--- src/rtl/pc_redirect_unit.sv ---
// pc_redirect_unit: fetch-stage PC register with sequential increment, stalled-redirect buffering and misaligned-target trap.
module pc_redirect_unit #(
   parameter logic [31:0] RESET_PC = 32'h0000_3000
) (
   input  logic        clk,
   input  logic        reset,
   input  logic        stall_F,
   input  logic        redir_valid,
   input  logic [31:0] redir_target,
   output logic [31:0] pcout_F,
   output logic [31:0] pc4_F,
   output logic        pend_F,
   output logic        adel_F,
   output logic [31:0] fetch_cnt
);
   localparam logic [1:0] RUN  = 2'b00;
   localparam logic [1:0] PEND = 2'b01;
   localparam logic [1:0] TRAP = 2'b10;
   logic [1:0]  state, state_nxt;
   logic [31:0] pend_tgt, tgt, pc_nxt;
   logic        live, take, bad, load, latch;
   // A fresh redirect in the same cycle beats the buffered one.
   always_comb begin
      live      = state != TRAP;
      tgt       = (state == PEND && !redir_valid) ? pend_tgt : redir_target;
      take      = live && (redir_valid || (state == PEND && !stall_F));
      bad       = take && tgt[1:0] != 2'b00;
      load      = live && !stall_F && !bad;
      latch     = live && stall_F && redir_valid && !bad;
      pc_nxt    = (redir_valid || state == PEND) ? tgt : pc4_F;
      state_nxt = (bad || !live) ? TRAP : load ? RUN : latch ? PEND : state;
   end
   always_ff @(posedge clk or posedge reset) begin
      if (reset) begin
         state     <= RUN;
         pcout_F   <= RESET_PC;
         pend_tgt  <= '0;
         fetch_cnt <= '0;
      end else begin
         state <= state_nxt;
         if (load) begin
            pcout_F   <= pc_nxt;
            fetch_cnt <= fetch_cnt + 32'd1;
         end
         if (latch) pend_tgt <= redir_target;
         else if (load) pend_tgt <= '0;
      end
   end
   assign pc4_F  = pcout_F + 32'd4;
   assign pend_F = state == PEND;
   assign adel_F = state == TRAP;
endmodule
--- config.mk ---
export PLATFORM = sky130hd
export DESIGN_NAME = pc_redirect_unit
export DESIGN_NICKNAME = d
export VERILOG_FILES = /design/src/rtl/pc_redirect_unit.sv
export SDC_FILE = /design/constraint.sdc
export NUM_CORES = 1
export LEC_CHECK = 0
export BUFFER_PORTS_ARGS = -buffer_cell sky130_fd_sc_hd__buf_4
export CAP_MARGIN = 20
export CORE_UTILIZATION = 40
export CTS_CLUSTER_SIZE = 40
export DETAILED_ROUTE_END_ITERATION = 6
export GPL_TIMING_DRIVEN = 0
export PLACE_DENSITY_LB_ADDON = 0.1
export RECOVER_POWER = 100
export SYNTH_ARGS = -nofsm -noshare
export SYNTH_HDL_FRONTEND = slang
export SYNTH_SLANG_ARGS = --single-unit
--- constraint.sdc ---
create_clock -name clk -period 5.59 [get_ports clk]
set_clock_uncertainty 0.1 [all_clocks]
set_input_delay 1.118 -clock clk [delete_from_list [all_inputs] [get_ports clk]]
set_output_delay 1.118 -clock clk [all_outputs]
set_load 0.05 [all_outputs]
# Word level (Yosys, flattened, before mapping)
# Index checks and enable logic that the tools add are counted.
# Widths: inputs -> output; s select.
[op_classes]
eq_ne = 3
addsub = 2
n_reduce_logical = 19
muxes = 7
[op_table]
columns = ["op", "n"]
rows = [
  ["$mux 32", 4],
  ["$add 32x1->32 const B", 1],
  ["$add 32x3->32 const B", 1],
  ["$logic_and 1x1->1", 9],
  ["$mux 2", 3],
  ["$logic_not 1->1", 4],
  ["$reduce_bool 2->1", 2],
  ["$logic_or 1x1->1", 3],
  ["$reduce_bool 3->1", 1],
  ["$eq 2x1->1 const B", 1],
  ["$eq 2x2->1 const B", 1],
  ["$ne 2x2->1 const B", 1],
]
[word_totals]
reg_bits = 98
output_inout_bits = 98
input_bits = 36
word_cells = 35

# Longest topological paths before layout
[logic_depth]
word_depth = 10
ltp_mapped = 8
mapped_depth_nobuf = 6

# Least setup slack after synthesis
# OpenSTA, ideal clock, no wires.
[synth_timing]
path_kind = "reg2out"
from = "register pcout_F[2]"
to = "output pc4_F[24]"
t_required_ps = 4372
slack_ps = 1715
t_arrival_ps = 2657
path_stages_with_launch = 6
path_buffers = 0
path_cell_list = "dfrtp_1 > ha_1 > nand4_1 > nor4_4 > and3_1 > xor2_1"
[synth_via]
elab_chain_len = 1
[synth_lines]
columns = ["element", "line", "source"]
rows = [
  ["from (decl)", "10", "output logic [31:0] pcout_F,"],
  ["from (signal assigned)", "42", "pcout_F <= pc_nxt;"],
  ["$add 32x3->32", "49", "assign pc4_F = pcout_F + 32'd4;"],
  ["to (decl)", "11", "output logic [31:0] pc4_F,"],
]
# No other way between the ends.

# Worst setup path in the final report
[layout_timing]
from = "register pcout_F[2]"
to = "output pc4_F[22]"
# The elaborated chain is that of the path after synthesis.

==> metrics <==
violated checks=max-capacitance violations, max-slew violations; setup ws final=approximately 0.94 ns; vias in the first global route=around 4600; yosys warns=0; drt first pass iters=6; Synth Flop Type=dfrtp_1; leakage=2.83 nW; gr ovfl total=0; Peak Freq=between 0.2 and 0.25 GHz; worst hold path type=flip-flop to flip-flop; Area Overhead vs Synth=21.9%; Setup TNS=0 ns; syn_nets=between 500 and 600; core region area=12700 um2; CP required=between 4 and 5 ns; type of origin of the critical path=flip-flop; clk_lat worst skew=around 0.35 ns; placed cell area=approximately 6500 um2; CTS Buf Count=9; WP data arrival=roughly 3.4 ns; maximum VDD drop=0.000114 V; WL final=roughly 16000 um; minimum setup slack after placement=just over 2 ns; FP Rows=41; TritonCTS clock tree=yes; routability congestion estimate=about 0.85; CP Max Fanout=9; Die W=116 um; global-route wire length before repair=about 25000 um; First DRT Iteration DRCs=between 300 and 400; cells after synthesis=~540; Worst setup EP type=output port; IO Count=134; die height=roughly 120 um; root buffer cell=clkbuf_16; n_diodes=0; fin crit share=a little over four fifths; Nets=slightly above 700; DP Wirelength=11200 um; PnR Total Power=approximately 1.7 mW; critical path class=flip-flop to output port; ANT nets after route=0; post-CTS sizing=0; Max clock buf depth=2; Total GRT Usage=24.4%; share of layout cells above drive strength 1=between 10% and 20%; asr flop ratio synth=100%; # DRC=0; final-layout fill cell count=1268; Port Buffers=133; Vias=a little under 5000; Layout Cells excl Fill=~860; Tmin final=approximately 4.7 ns; PD cells=267 nW/um2; max-cap violations=4; unrepaired setup endpoints after global routing=false; Avg Cell Area, Syn=between 9 and 10 um2; post-layout instance area=roughly 6400 um2; post-CTS setup repair buffer count=0; Initial Util=approximately two fifths; largest net degree at the start of global routing=60; WL/cell=18.5 um; Worst slew margin=-23.8%; clk slew on worst S/H paths=about 0.070 ns; Final Hold Fails=0; Cell Area, Synth=between 5000 and 6000 um2; Synth cell types=55; placed insts=approximately 850; Worst-Margin Slew=approximately 1.8 ns; H-tree levels=3; Clock Sinks=just under 100; status=finished, violations left; Die ar.=~14000 um2; synthesis-stage register bit count=slightly below 100; number of synthesized flops with an enable pin=0; setup violators final=0; initial antenna violation count=0; Max Transition Viols Final=71; register area share after synthesis=a little under half; Via density=approximately 5.6; cts hold-fix bufs=0
-- routing by layer --
layer  track usage [%]  share of wire, %
met5                 0                 0
met4              10.6               2.3
met3              3.06               5.8
met2              38.9                47
met1              33.4                45
-- cells by family (layout without fill, tap and decap cells) --
logic type	Yosys count	after routing	share of synthesized area [%]
AND/OR/NAND/NOR	194	194	19.6
AO/OA/AOI/OAI	140	140	19.3
flip-flops	98	98	46.9
XOR/XNOR	59	59	9.87
buffers and inverters	46	196	3.82
adder cells (fa/ha/maj)	2	2	0.478
-- sequential cells by signal, indices dropped and copies added (netlist names) --
signal	flops
fetch_cnt	32
pcout_F	32
pend_tgt	32
state	2
-- layout by cell type (no fill, tap or decap), drive strengths merged, types with 7 or more instances in the layout --
master	synthesis	final
a221oi	11	11
nand4	14	14
nor2	51	51
dfrtp	96	96
xor2	20	20
nand2	49	49
a22o	33	33
and3	17	17
o2bb2ai	11	11
nand3	24	24
and2	7	7
nor3	10	10
a21oi	18	18
inv	11	11
clkbuf	21	126
buf	14	53
xnor2	39	39
o21ai	38	38
-- cell usage after synthesis (9+ instances only) --
cell type | n | area, um2
inv_1 | 11 | 41.3
nor2_1 | 50 | 188
nand2_1 | 49 | 184
a221oi_1 | 11 | 96.3
a22o_1 | 33 | 289
dfrtp_1 | 96 | 2400
o2bb2ai_1 | 11 | 96.3
nand4_1 | 12 | 75.1
and3_1 | 16 | 100
xor2_1 | 20 | 175
clkbuf_1 | 21 | 78.8
o21ai_0 | 36 | 180
nor3_1 | 9 | 45.0
a21oi_1 | 18 | 90.1
nand3_1 | 24 | 120
xnor2_1 | 39 | 342
-- worst max-delay path: stages, from the launching register on --
cell and delay (ns):
dfrtp_1 0.48, ha_1 0.29, nand4_1 0.26, nor4_1 1.29, and3_1 0.39, xor2_1 0.16, buf_4 0.21
-- final cells by class --
class                   instances  area (um2)  area share [%]
multi-input cells             395        2490            39.1
flip-flops and latches         98        2450            38.5
repair buffers                134         703            11.0
clock buffers                  10         239            3.75
well taps                     172         215            3.37
plain buffers                  35         144            2.26
clock inverters                 6        88.8            1.39
inverters                      11        42.5           0.667
-- metrics by stage --
step / hold slack, ns / util (%)
floorplan: 0.354 / -
global placement: 0.362 / 50.9
global route: 0.395 / 50.4
detailed placement: 0.373 / 51.1
finish: 0.375 / 50.4
CTS: 0.386 / 53.7
-- where the power goes --
| part | switching (mW) | leakage (nW) | internal (mW) | total, mW |
|---|---|---|---|---|
| Combinational | 0.192 | 1.36 | 0.0668 | 0.259 |
| Sequential | 0.0285 | 1.32 | 0.728 | 0.757 |
| Clock | 0.284 | 0.155 | 0.406 | 0.689 |
| Total | 0.504 | 2.83 | 1.20 | 1.70 |
-- final timing paths --
path                            cells past startpoint  slack [ns]           from       endpoint
worst max-delay path                                6        0.94     pcout_F[2]      pc4_F[22]
worst min-delay path                                1        0.38  fetch_cnt[31]  fetch_cnt[31]
worst max register to register                      6        2.24       state[1]    pcout_F[19]
worst min register to register                      1        0.38  fetch_cnt[31]  fetch_cnt[31]
max in group asynchronous                           3        3.24          reset    pcout_F[12]
min in group asynchronous                           2        1.15          reset  fetch_cnt[21]
Note: power is estimated with default switching activity, not from simulation.
